`config.mk`:
```
export PLATFORM = sky130hd
export DESIGN_NAME = bus_arbiter
export DESIGN_NICKNAME = d
export VERILOG_FILES = /design/src/rtl/bus_arbiter_pkg.sv /design/src/rtl/bus_arbiter_rr_priority_pick.sv /design/src/rtl/bus_arbiter.sv
export SDC_FILE = /design/constraint.sdc
export NUM_CORES = 1
export LEC_CHECK = 0
export ABC_AREA = 1
export BUFFER_PORTS_ARGS = -buffer_cell sky130_fd_sc_hd__buf_4
export CORE_UTILIZATION = 58
export DETAILED_ROUTE_END_ITERATION = 8
export PLACE_DENSITY_LB_ADDON = 0.2
export SYNTH_ARGS = -nofsm -noshare
export SYNTH_HDL_FRONTEND = slang
export SYNTH_SLANG_ARGS = --single-unit
```
`constraint.sdc`:
```
create_clock -name clk_i -period 6.2 [get_ports clk_i]
set_clock_uncertainty 0.15 [all_clocks]
set_input_delay 1.24 -clock clk_i [delete_from_list [all_inputs] [get_ports clk_i]]
set_output_delay 1.24 -clock clk_i [all_outputs]
set_load 0.005 [all_outputs]
```
`src/rtl/bus_arbiter_pkg.sv`:
```
// Shared definitions for the bus arbiter: state encoding, bus width, default
// wiring mask and a small index helper.
package bus_arbiter_pkg;

  localparam int          BUS_W              = 32;
  localparam logic [31:0] DEFAULT_VALID_MASK = 32'h02FF_FFFF;
  localparam int          HOLD_CNT_W         = 8;

  typedef enum logic [1:0] {
    IDLE   = 2'd0,
    SETTLE = 2'd1,
    OWN    = 2'd2,
    TURN   = 2'd3
  } arb_state_e;

  // Next index after idx, wrapping at n-1 back to 0.
  function automatic int wrap_inc(input int idx, input int n);
    int nxt;
    nxt = idx + 1;
    if (nxt >= n) begin
      nxt = 0;
    end else begin
      nxt = nxt;
    end
    return nxt;
  endfunction

endpackage

```
`src/rtl/bus_arbiter_rr_priority_pick.sv`:
```
// Round-robin winner search: rotate the request vector so rr_ptr sits at bit 0,
// take the lowest set bit, then rotate the index back.
module rr_priority_pick #(
  parameter int NUM_SRC = 32,
  parameter int SEL_W   = 5
) (
  input  logic [NUM_SRC-1:0] eff_i,
  input  logic [SEL_W-1:0]   ptr_i,
  output logic [SEL_W-1:0]   winner_o,
  output logic               found_o
);

  logic [2*NUM_SRC-1:0] dbl_s;
  logic [NUM_SRC-1:0]   rot_s;
  logic [SEL_W:0]       idx_s;
  logic [SEL_W:0]       sum_s;

  // Rotate, priority-encode (lowest bit wins), un-rotate modulo NUM_SRC.
  always_comb begin
    dbl_s = {eff_i, eff_i} >> ptr_i;
    rot_s = dbl_s[NUM_SRC-1:0];
    idx_s = '0;
    for (int i = NUM_SRC - 1; i >= 0; i--) begin
      idx_s = rot_s[i] ? (SEL_W+1)'(i) : idx_s;
    end
    sum_s = idx_s + {1'b0, ptr_i};
    if (sum_s >= (SEL_W+1)'(NUM_SRC)) begin
      winner_o = SEL_W'(sum_s - (SEL_W+1)'(NUM_SRC));
    end else begin
      winner_o = sum_s[SEL_W-1:0];
    end
    found_o = |eff_i;
  end

endmodule

```
`src/rtl/bus_arbiter.sv`:
```
// Round-robin owner arbiter for the shared processor bus; drives the select of
// the registered bus mux and flags when the mux output carries the owner's data.
module bus_arbiter
  import bus_arbiter_pkg::*;
#(
  parameter int          NUM_SRC    = 32,
  parameter int          SEL_W      = 5,
  parameter logic [31:0] VALID_MASK = DEFAULT_VALID_MASK,
  parameter int          HOLD_MAX   = 16
) (
  input  logic               clk_i,
  input  logic               clear_i,
  input  logic [NUM_SRC-1:0] req_i,
  input  logic               release_i,
  output logic [NUM_SRC-1:0] grant_o,
  output logic [SEL_W-1:0]   select_o,
  output logic               bus_valid_o,
  output logic               bus_busy_o,
  output logic               timeout_o
);

  localparam logic [HOLD_CNT_W-1:0] HOLD_C = HOLD_CNT_W'(HOLD_MAX);

  arb_state_e              state_q, state_d;
  logic [NUM_SRC-1:0]      grant_q, grant_d;
  logic [SEL_W-1:0]        select_q, select_d;
  logic [SEL_W-1:0]        rr_ptr_q, rr_ptr_d;
  logic [HOLD_CNT_W-1:0]   hold_cnt_q, hold_cnt_d;
  logic                    bus_valid_q, bus_valid_d;
  logic                    bus_busy_q, bus_busy_d;
  logic                    timeout_q, timeout_d;

  logic [NUM_SRC-1:0]      eff_s;
  logic [SEL_W-1:0]        win_s;
  logic                    found_s;
  logic                    owner_req_s;
  logic                    own_exit_s;

  assign eff_s       = req_i & VALID_MASK[NUM_SRC-1:0];
  assign owner_req_s = req_i[select_q];

  rr_priority_pick #(
    .NUM_SRC (NUM_SRC),
    .SEL_W   (SEL_W)
  ) u_pick (
    .eff_i    (eff_s),
    .ptr_i    (rr_ptr_q),
    .winner_o (win_s),
    .found_o  (found_s)
  );

  // Next-state and next-output logic.
  always_comb begin
    state_d    = state_q;
    grant_d    = grant_q;
    select_d   = select_q;
    rr_ptr_d   = rr_ptr_q;
    hold_cnt_d = hold_cnt_q;
    own_exit_s = 1'b0;

    case (state_q)
      IDLE: begin
        if (found_s) begin
          grant_d  = {{(NUM_SRC-1){1'b0}}, 1'b1} << win_s;
          select_d = win_s;
          state_d  = SETTLE;
        end else begin
          state_d  = IDLE;
        end
      end
      SETTLE: begin
        hold_cnt_d = HOLD_CNT_W'(1);
        state_d    = OWN;
      end
      OWN: begin
        own_exit_s = release_i | ~owner_req_s | (hold_cnt_q == HOLD_C);
        if (own_exit_s) begin
          grant_d    = '0;
          rr_ptr_d   = SEL_W'(wrap_inc(int'(select_q), NUM_SRC));
          hold_cnt_d = '0;
          state_d    = TURN;
        end else begin
          hold_cnt_d = hold_cnt_q + HOLD_CNT_W'(1);
          state_d    = OWN;
        end
      end
      TURN: begin
        state_d = IDLE;
      end
      default: begin
        state_d    = IDLE;
        grant_d    = '0;
        hold_cnt_d = '0;
      end
    endcase

    // Flags are decoded from the next state so they line up with the OWN cycles.
    bus_valid_d = (state_d == OWN);
    timeout_d   = (state_d == OWN) && (hold_cnt_d == HOLD_C);
    bus_busy_d  = (state_d != IDLE);
  end

  // State and output registers with synchronous clear.
  always_ff @(posedge clk_i) begin
    if (clear_i) begin
      state_q     <= IDLE;
      grant_q     <= '0;
      select_q    <= '0;
      rr_ptr_q    <= '0;
      hold_cnt_q  <= '0;
      bus_valid_q <= 1'b0;
      bus_busy_q  <= 1'b0;
      timeout_q   <= 1'b0;
    end else begin
      state_q     <= state_d;
      grant_q     <= grant_d;
      select_q    <= select_d;
      rr_ptr_q    <= rr_ptr_d;
      hold_cnt_q  <= hold_cnt_d;
      bus_valid_q <= bus_valid_d;
      bus_busy_q  <= bus_busy_d;
      timeout_q   <= timeout_d;
    end
  end

  assign grant_o     = grant_q;
  assign select_o    = select_q;
  assign bus_valid_o = bus_valid_q;
  assign bus_busy_o  = bus_busy_q;
  assign timeout_o   = timeout_q;

endmodule

```
Word level (Yosys, flattened, before mapping). Cells that the tools add are included.

Word-level logic and storage cells: 80. Output and inout bits: 40. Flip-flop bits (word level): 55. Bits of input ports: 35.

Reductions and logical operators: 8. Shift-type cells: 2. Bitwise operators: 3. $add $sub $neg: 4. Muxes and demuxes: 44. Equality and inequality tests: 8. Order comparisons: 3.

Operators by type and width (number): two-way mux 6 bit (31); two-way mux 32 bit (2); case mux 32 bit (2 select lines) (1); >> shifter 58 x 5 -> 32 bit (1); left shift 1 x 5 -> 32 bit (first input constant) (1); OR reduction 25 bit (1); equality test 8 x 5 -> 1 bit (second input constant) (2); case mux 8 bit (2 select lines) (1); two-way mux 5 bit (3); >= comparator 6 bit (second input constant) (2); adder 8 x 1 -> 8 bit (second input constant) (1); two-way mux 8 bit (1); case mux 2 bit (4 select lines) (1); adder 5 x 1 -> 6 bit (second input constant) (1); adder 6 x 5 -> 6 bit (1); equality test 2 bit (second input constant) (3); less-than comparator 5 x 6 -> 1 bit (second input constant) (1); binary-select mux 1 bit (select 5 bit) (1); subtractor 5 x 1 -> 5 bit (second input constant) (1); inequality test 2 bit (second input constant) (2); AND reduction 2 bit (2); nonzero test 2 bit (2); two-way mux 1 bit (3); AND reduction 3 bit (1); 5 further kinds (6).

Logic depth before layout (Yosys ltp). Gate-level depths: netlist of the first run.

Depth in word-level cells: 39. Mapped depth: 51. Depth with buffers taken out: 49.

Cells and area by module. Synthesis of the first run repeated with hierarchy kept, for this count alone.

Cells, all modules: 984. Area total of the unflattened synthesis: 5416.4 um^2.

Modules (own cells, without submodules): bus_arbiter (times used 1, seq. area each 1101.1 um^2, cells each 450, area an instance 2864.0 um^2); rr_priority_pick (times used 1, seq. area each 0.0 um^2, cells each 534, area an instance 2552.4 um^2).

Least setup slack after synthesis of the first run. Ideal clock, no wire load.

Kind: in2reg. From: in req_i[22]. To: reg select_q[4], in the netlist select_o[4]. Required time: 5937 ps. Arrival: 4706 ps. Setup slack: 1231 ps. Buffers on the path: 1. Library setup time: 113 ps. Stages on the path: 47. Cell sequence: inv_1 -> o211ai_1 -> nand4_1 -> nand3_1 -> nand2_1 -> nand2_1 -> nand2_1 -> nand2_1 -> nand2_1 -> nand2_1 -> nand2_1 -> nand2_1 -> nand2_1 -> nand2_1 -> nand2_1 -> nand2_1 -> nand2_1 -> nand2_1 -> [11 not listed] -> nand2_1 -> nand2_1 -> nand2_1 -> nand2_1 -> nand2_1 -> a21oi_1 -> ha_1 -> fa_1 -> nand2_1 -> nand2_1 -> a21oi_1 -> xor2_1 -> or2_1 -> nand2_4 -> inv_4 -> buf_6 -> o21ai_1 -> inv_1.

Longest elaborated chain between the ends: 36. Elaborated cells on any way between the ends: 39. Those cells by class: add/sub: 2; order compare: 1; shift: 1; mux: 33; reduce/logical: 2.

Ends and longest elaborated chain: start: declaration (RTL line bus_arbiter.sv:13) `input logic [NUM_SRC-1:0] req_i,`; >> shifter 58 x 5 -> 32 bit (RTL line bus_arbiter_rr_priority_pick.sv:20) `dbl_s = {eff_i, eff_i} >> ptr_i;`; two-way mux 5 bit (RTL line bus_arbiter_rr_priority_pick.sv:24) `idx_s = rot_s[i] ? (SEL_W+1)'(i) : idx_s;`; two-way mux 6 bit (31 in a row) (RTL line bus_arbiter_rr_priority_pick.sv:24); adder 6 x 5 -> 6 bit (RTL line bus_arbiter_rr_priority_pick.sv:26) `sum_s = idx_s + {1'b0, ptr_i};`; subtractor 5 x 1 -> 5 bit or >= comparator 6 bit (tied branches) (RTL line bus_arbiter_rr_priority_pick.sv:28, bus_arbiter_rr_priority_pick.sv:27); two-way mux 5 bit (RTL line bus_arbiter_rr_priority_pick.sv:27) `if (sum_s >= (SEL_W+1)'(NUM_SRC)) begin`; end signal: assignment (RTL line bus_arbiter.sv:117) `select_q <= select_d;`; end: declaration (RTL line bus_arbiter.sv:26) `logic [SEL_W-1:0] select_q, select_d;`.

Several ways; a longest one is shown, not always the timed one. A chain may end at the register's enable or synchronous reset.

Final worst setup path of the first run.
From: in req_i[19]. To: reg select_q[4], in the netlist select_o[4].

Same word-level chain as after synthesis.

==> results.cfg, run 1 <==
[sta]
fmax_mhz = 188.7
fin_crit_ps = 5299
finalHoldViolCount = 0
min_period_over_period_pct = 85.46
tightest_slew_ps = 886.8
maxSlewHeadroom_pct = 40.82
setup_violations = 0
rsz0062_at_grt = no
finalMaxSlewViolations = 0
setup_tns_ps = 0

[synth]
ys_warn_count = 0
synth.ff_latch_count = 55
async_flop_share_pct = 0
synth_area_leaders = dfxtp_1 22%, nand2_1 19%, nand3_1 12%
synth_top_area_share_pct = 22.45
yosys.area.top_type = dfxtp_1
synthFlopType = dfxtp_1
seq_area_frac_synth_pct = 22.45
synth_area_per_cell_um2 = 5.824
synth-edff-count = 0
yosysMostFrequentCell = nand2_1
synth_cell_type_count = 42
synthCells = 842
netlist_area_um2 = 4903
syn_nets = 889
ys_top_cells_by_count = 254 x nand2_1, 122 x nand3_1, 66 x nor2_1, 59 x inv_1, 55 x dfxtp_1

[floorplanning]
rows = 33
dieHeight_um = 93.95
ios = 75
fp.dieArea_um2 = 8826
core_um2 = 8217
fp.dieW_um = 93.95
initial_core_util_pct = 59.68

[critical_path]
rr_endpoint = select_o[4]
crit_path_start_kind = input pin
crit_required_ps = 6260
r2r_slack_ps = 930
path_delay_family = simple AND/OR/NAND/NOR gates
cp.depth = 46
crit_fanout = 17
crit_buf_inv = 3
cp_slowest_cell = fa_1
r2r_start = rr_ptr_q[0]
cp.arrival_ps = 5360
max_stage_delay_ps = 390
crit_top_cell = nand2_1
end_kind = flip-flop
worstRegToRegCells = 47
crit_type = input pin to flip-flop

[grt]
antenna_found_initial = 0
grt.total_usage_pct = 34.36
grt_pass1_vias = 5345
grt_pass1_wl_um = 24210
grt_start_max_net_pins = 50
grt_overflow = 0

[clock_network]
clockRootBuffer = clkbuf_8
h-tree-depth = 2
cts_inserted_buffers = 5
cts_setup_buffers = 0
clockBufferDepth = 2
cts_resized = 0
postCtsHoldBufs = 0
path_clk_slew_ps = 90
cts_tree = yes
cts_sinks = 55
clock_latency_ps = 310

[power_and_ir_drop]
swShare_pct = 55.84
combPwrFrac_pct = 71.0
power_density_nw_per_um2 = 418.5
ir_drop_uv = 221.6
p_seq_share_pct = 19.8
p_leak_nw = 2.449
internal-power_mw = 1.009
switching_power_mw = 1.276
clockPowerShare_pct = 9.2

[placed_design]
portBuffers = 74
place_congestion = 0.9831
hpwl_um = 11350
dp_cells = 982

[finish]
areaGrowthSynthToFinish_pct = 11.38
antenna_cells = 0
fillers = 796
final_util_pct = 66.47
drive_gt1_share_pct = 13.22
finalNetCount = 931
final_cells = 990

[routing]
num_vias = 5845
wirelength_um = 14830
drtPass1Iterations = 5
drc = 0
drtIter0Drc = 482
viasPerCell = 5.904
antenna_left = 0
wl_per_cell_um = 14.98

[min_path]
min_from = grant_o[28]
hold_path_depth = 2
min_to = grant_o[28]
hp-class = flip-flop to flip-flop

[run_status]
status = completed

[job]
maxCapViolations = 0
## worst max-delay path by stage
stage / endpoint / slack (ps) / startpoint
2_1_floorplan: select_o[4] / 1230 / req_i[22]
3_3_place_gp: grant_o[20] / 780 / req_i[3]
3_5_place_dp: grant_o[21] / 610 / req_i[2]
4_1_cts: select_o[4] / 930 / req_i[2]
5_1_grt: select_o[4] / 290 / rr_ptr_q[0]
6_report: select_o[4] / 900 / req_i[19]
## registers in the layout, indices dropped and copies added (netlist names)
register,cells
bus_busy_o,1
select_o,5
rr_ptr_q,5
grant_o,32
state_q,2
hold_cnt_q,8
bus_valid_o,1
timeout_o,1
## cells in the final DEF, fill, tap and decap left out, drive strengths merged, types with 2 or more instances in the layout
| cell | instances |
|---|---|
| o21ai | 82 |
| a31oi | 7 |
| nand4 | 10 |
| o221ai | 3 |
| o211ai | 3 |
| nand2 | 264 |
| clkbuf | 7 |
| and2 | 2 |
| o22ai | 7 |
| nor3 | 9 |
| buf | 81 |
| dfxtp | 55 |
| or2 | 3 |
| nand3 | 130 |
| nor2 | 67 |
| a22oi | 3 |
| inv | 64 |
| xor2 | 6 |
| o21a | 3 |
| a211oi | 2 |
| a221oi | 2 |
| ha | 11 |
| nor4 | 7 |
| a21oi | 52 |
## tightest hold or removal path: cells and delay by family (launching register included)
| family | cells | cell delay [ps] |
|---|---|---|
| compound gates | 1 | 50 |
| simple gates | 1 | 60 |
| flops | 1 | 320 |
## layout make-up
class,count,area (um^2),area share [%]
well taps,105,131.4,2.405
repair buffers,81,608.1,11.13
clock buffers,7,86.33,1.581
inverters,64,242.7,4.444
flip-flops and latches,55,1101,20.16
multi-input cells,677,3283,60.11
clock inverters,1,8.758,0.1604
## power groups by stage
stage          registers, mW  clock network (mW)  logic (mW)
2_1_floorplan          0.446                   0        1.24
3_3_place_gp           0.456                   0        1.56
3_5_place_dp           0.459                   0        1.58
4_1_cts                0.452               0.212        1.60
5_1_grt                0.459               0.224        1.83
6_report               0.454               0.210        1.62
## stage by stage
stage                     setup slack, ps  instance area (um^2)  power, mW  hold WS (ps)
after floorplan                      1231                  4903      1.686         310.1
after global placement              780.6                  5366      2.012         306.0
after detailed placement            610.9                  5366      2.043         310.1
after CTS                           934.1                  5461      2.258         326.4
after global routing                291.0                  5461      2.517         339.2
final                               901.2                  5461      2.285         323.6
## per-layer routing
metal,global-route usage (%),up-vias,wire (um)
li1,-,2895,-
met5,0,-,0
met3,2.994,59,857
met4,19.87,0,808
met1,41.73,2652,6124
met2,59.00,239,7041
## logic make-up (layout without fill, tap and decap cells)
group,after synthesis,after routing,share of synthesized area [%]
AND/OR/NAND/NOR,492,492,43.94
AO/OA/AOI/OAI,166,166,18.53
buffers and inverters,110,153,10.59
flip-flops,55,55,22.45
adder cells (fa/ha/maj),12,12,3.215
XOR/XNOR,6,6,1.072
multiplexers,1,1,0.2041
Power figures use the tool's default switching activity.
==> inputs of run 2 (changes only) <==
Settings changed: CORE_ASPECT_RATIO set to 0.8, CTS_CLUSTER_DIAMETER set to 200, GPL_TIMING_DRIVEN set to 0.
==> results.cfg, run 2 (synthesis gave the netlist of run 1 again) <==
[routing]
antenna_left = 0
wirelength_um = 16980
num_vias = 6258
drtPass1Iterations = 7
wl_per_cell_um = 16.47
drtIter0Drc = 687
drc = 0
viasPerCell = 6.070

[sta]
finalMaxSlewViolations = 0
setup_tns_ps = 0
setup_violations = 0
fmax_mhz = 180.9
rsz0062_at_grt = no
maxSlewHeadroom_pct = 59.40
min_period_over_period_pct = 89.14
finalHoldViolCount = 0
fin_crit_ps = 5527
tightest_slew_ps = 604.3

[critical_path]
crit_fanout = 10
rr_endpoint = grant_o[24]
end_kind = flip-flop
crit_end = grant_o[24]
max_stage_delay_ps = 390
crit_buf_inv = 4
r2r_slack_ps = 940
crit_path_start_kind = input pin
cp_slowest_cell = fa_1
critical_path.startpoint = req_i[22]
crit_type = input pin to flip-flop
worstRegToRegCells = 47
crit_required_ps = 6280
cp.arrival_ps = 5610
crit_top_cell = nand2_1
cp.depth = 48
r2r_start = rr_ptr_q[1]
path_delay_family = simple AND/OR/NAND/NOR gates

[power_and_ir_drop]
power_density_nw_per_um2 = 430.7
ir_drop_uv = 257.3
swShare_pct = 55.52
combPwrFrac_pct = 71.9
switching_power_mw = 1.363
clockPowerShare_pct = 9.6
p_total_mw = 2.455
p_leak_nw = 2.557
internal-power_mw = 1.092
p_seq_share_pct = 18.5

[run_status]
status = completed

[clock_network]
cts_inserted_buffers = 5
clockRootBuffer = clkbuf_8
cts_tree = yes
clockBufferDepth = 2
clock_latency_ps = 310
postCtsHoldBufs = 0
cts_resized = 0
cts_setup_buffers = 0
path_clk_slew_ps = 100
h-tree-depth = 2
cts_sinks = 55

[finish]
areaGrowthSynthToFinish_pct = 16.25
finalNetCount = 970
mostFrequentLayoutCells = 254 x nand2_1, 122 x nand3_1, 80 x buf_4, 66 x nor2_1, 59 x inv_1
final_util_pct = 70.77
drive_gt1_share_pct = 14.52
largest_register_ffs = 32
final_common_cell = nand2_1
antenna_cells = 0

[grt]
grt_pass1_vias = 5526
grt_overflow = 0
grt.total_usage_pct = 37.94
grt_pass1_wl_um = 26900
antenna_found_initial = 0
grt_start_max_net_pins = 17

[floorplanning]
core_um2 = 8055
fp.dieW_um = 104.8
rows = 29
dieHeight_um = 84.24
fp.dieArea_um2 = 8828
initial_core_util_pct = 60.87
ios = 75

[placed_design]
place_congestion = 1.018
hpwl_um = 13350
portBuffers = 74

[min_path]
hp-class = flip-flop to flip-flop

[job]
maxCapViolations = 0
-- run 2: metal layers --
layer | share of wire, % | global-route usage [%]
met1 | 43 | 53.54
met2 | 42 | 57.80
met3 | 12 | 9.161
met4 | 2.3 | 9.987
met5 | 0 | 0
-- run 2: cell type report --
type | instances | area [um^2]
repair buffers | 74 | 555.5
fillers | 702 | 2355
multi-input cells | 677 | 3283
clock buffers | 5 | 68.82
clock inverters | 2 | 37.54
plain buffers | 46 | 276.5
flip-flops and latches | 55 | 1101
inverters | 64 | 242.7
well taps | 108 | 135.1
-- run 2: power by group through the flow --
stage,Clock (mW),Combinational (mW),Sequential (mW)
detailed placement,0,1.69,0.458
CTS,0.236,1.70,0.451
finish,0.235,1.77,0.455
floorplan,0,1.24,0.446
global placement,0,1.63,0.455
global route,0.246,1.94,0.458
-- run 2: per-stage QoR --
stage          instances  hold WS [ps]  setup slack, ps  cell area [um^2]
2_1_floorplan        842         310.1             1231              4903
3_3_place_gp        1024         304.2            635.8              5594
3_5_place_dp        1024         308.0            558.6              5594
4_1_cts             1031         322.4            836.6              5700
5_1_grt             1031         335.6            288.6              5700
6_report            1031         322.4            673.1              5700
-- run 2: worst min-delay path by stage --
stage	from	end	depth (start not counted)
after floorplan	grant_o[27]	grant_o[27]	2
after global placement	grant_o[1]	grant_o[1]	2
after detailed placement	grant_o[9]	grant_o[9]	2
after CTS	grant_o[9]	grant_o[9]	2
after global routing	grant_o[9]	grant_o[9]	2
final	grant_o[9]	grant_o[9]	2
-- run 2: worst min-delay path, delay by kind of cell (launching register included) --
| family | cells | cell delay (ps) |
|---|---|---|
| AO/OA/AOI/OAI | 1 | 50 |
| flip-flops | 1 | 320 |
| AND/OR/NAND/NOR | 1 | 60 |
==> inputs of run 3 (changes only) <==
Settings changed: CORE_ASPECT_RATIO 0.8 to not set, CORE_UTILIZATION 58 to 35, SYNTH_HIERARCHICAL set to 1.
==> results.cfg, run 3 <==
[power_and_ir_drop]
power_density_nw_per_um2 = 563.8
clockPowerShare_pct = 7.9
p_leak_nw = 3.237
switching_power_mw = 2.054
p_total_mw = 3.655
ir_drop_uv = 352.8
internal-power_mw = 1.600
swShare_pct = 56.21
combPwrFrac_pct = 76.5
p_seq_share_pct = 15.7

[finish]
antenna_cells = 0
largest_register_ffs = 32
finalNetCount = 1132
final_util_pct = 42.80
final_cells = 1275
fillers = 1695
final_common_cell = nand2_1
areaGrowthSynthToFinish_pct = 19.68
drive_gt1_share_pct = 14.54
mostFrequentLayoutCells = 284 x nand2_1, 168 x nand3_1, 140 x nor2_1, 82 x buf_4, 78 x inv_1

[clock_network]
cts_tree = yes
cts_sinks = 55
h-tree-depth = 2
clock_latency_ps = 290
postCtsHoldBufs = 0
clockBufferDepth = 2
path_clk_slew_ps = 70
clockRootBuffer = clkbuf_16
cts_inserted_buffers = 5

[sta]
fmax_mhz = 178.0
setup_tns_ps = 0
min_period_over_period_pct = 90.59
finalHoldViolCount = 0
rsz0062_at_grt = no
timing.final.ws_setup_ps = 583.5
finalMaxSlewViolations = 0
maxSlewHeadroom_pct = 62.62
tightest_slew_ps = 556.9
setup_violations = 0
fin_crit_ps = 5617

[grt]
grt_start_max_net_pins = 17
grt_overflow = 0
grt_pass1_vias = 5884
grt_pass1_wl_um = 29100
grt.total_usage_pct = 22.74
antenna_found_initial = 0

[synth]
synth.ff_latch_count = 55
synth_area_leaders = dfxtp_1 20%, nand2_1 20%, nand3_1 16%
synth-edff-count = 0
netlist_area_um2 = 5416
yosysMostFrequentCell = nand2_1
synth_area_per_cell_um2 = 5.505
yosys.area.top_type = dfxtp_1
ys_top_cells_by_count = 285 x nand2_1, 169 x nand3_1, 141 x nor2_1, 79 x inv_1, 74 x o21ai_0
synthCells = 984
synthFlopType = dfxtp_1
synth_top_area_share_pct = 20.33
async_flop_share_pct = 0
seq_area_frac_synth_pct = 20.33
ys_warn_count = 6
synth_cell_type_count = 41

[critical_path]
crit_top_cell = nand2_1
crit_type = input pin to flip-flop
crit_required_ps = 6240
crit_fanout = 10
crit_path_start_kind = input pin
cp_slowest_cell = fa_2
max_stage_delay_ps = 360
cp.arrival_ps = 5660
end_kind = flip-flop

[routing]
drtPass1Iterations = 6
wl_per_cell_um = 14.15
viasPerCell = 5.129
drtIter0Drc = 646
antenna_left = 0
wirelength_um = 18040
drc = 0
num_vias = 6540

[placed_design]
dp_cells = 1266
place_congestion = 0.9423
portBuffers = 74
post-place-ws_ps = -271.4
hpwl_um = 14560

[floorplanning]
dieHeight_um = 126.4
rows = 45
ios = 75
initial_core_util_pct = 35.76
fp.dieW_um = 126.4
core_um2 = 15150
fp.dieArea_um2 = 15980

[job]
maxCapViolations = 0

[run_status]
status = completed

[min_path]
hp-class = flip-flop to flip-flop
==> run 3: cell count changes after synthesis, moves of 5 or more <==
cell      previous run  this run
o22ai_1              7         2
a31oi_1              7        12
nor2_1              66       141
a21oi_1             52        23
buf_2               10        20
nand3_1            122       169
nand2_1            254       285
clkbuf_1            18        13
o21ai_0             48        74
o21ai_1             32         8
inv_1               59        79
==> run 3: what timing repair did <==
| action | 4_1_cts | 5_1_grt |
|---|---|---|
| gates resized for setup | 0 | 29 |
| setup endpoints to repair | 0 | 32 |
| endpoints found under the hold margin | 0 | 0 |
| setup buffers | 0 | 1 |
==> run 3: critical path, delay by kind of cell <==
kind            cells  cell delay (ps)
xor+xnor            2              470
fa+ha+maj           2              540
simple gates       30             1790
buf+inv             4              460
compound gates      6             1160
==> run 3: through the flow <==
step	cell area [um^2]	hold WS [ps]
after detailed placement	6282	308.2
final	6482	317.3
after global routing	6482	347.8
after floorplan	5492	303.9
after CTS	6434	322.1
after global placement	6282	311.7
==> run 3: cell type report <==
| class | count | area [um^2] | area share, % |
|---|---|---|---|
| sequential | 55 | 1101 | 16.99 |
| multi-input combinational | 809 | 3791 | 58.48 |
| timing repair buffer | 75 | 563.0 | 8.686 |
| buffer | 53 | 309.0 | 4.767 |
| clock inverter | 1 | 8.758 | 0.1351 |
| clock buffer | 7 | 142.6 | 2.200 |
| tap | 188 | 235.2 | 3.629 |
| inverter | 87 | 331.6 | 5.115 |
==> run 3: power groups by stage <==
| stage | clock [mW] | combinational (mW) | sequential [mW] |
|---|---|---|---|
| detailed placement | 0 | 2.74 | 0.581 |
| finish | 0.288 | 2.79 | 0.572 |
| CTS | 0.297 | 2.75 | 0.574 |
| global route | 0.310 | 3.18 | 0.590 |
| global placement | 0 | 2.73 | 0.581 |
| floorplan | 0 | 1.97 | 0.569 |
==> run 3: cell families after synthesis <==
family / synth area share, %
AO/OA/AOI/OAI: 13.03
XOR/XNOR: 0.8085
adder cells (fa/ha/maj): 2.680
buffers and inverters: 11.71
flip-flops: 20.33
multiplexers: 0.5544
other: 0.06923
AND/OR/NAND/NOR: 50.82
==> run 3: final timing paths <==
kind	end	startpoint	depth (start not counted)	slack (ps)
worst max-delay path	grant_o[3]	req_i[1]	44	580
worst min-delay path	grant_o[22]	grant_o[22]	2	320
worst max register to register	grant_o[3]	rr_ptr_q[1]	43	900
worst min register to register	grant_o[22]	grant_o[22]	2	320
==> run 3: routing by layer <==
metal	GRT usage, %	routed length [um]	up-vias
li1	-	-	3397
met1	30.10	8315	2899
met2	39.23	8439	218
met3	2.446	938	26
met4	5.953	343	0
met5	0	0	-
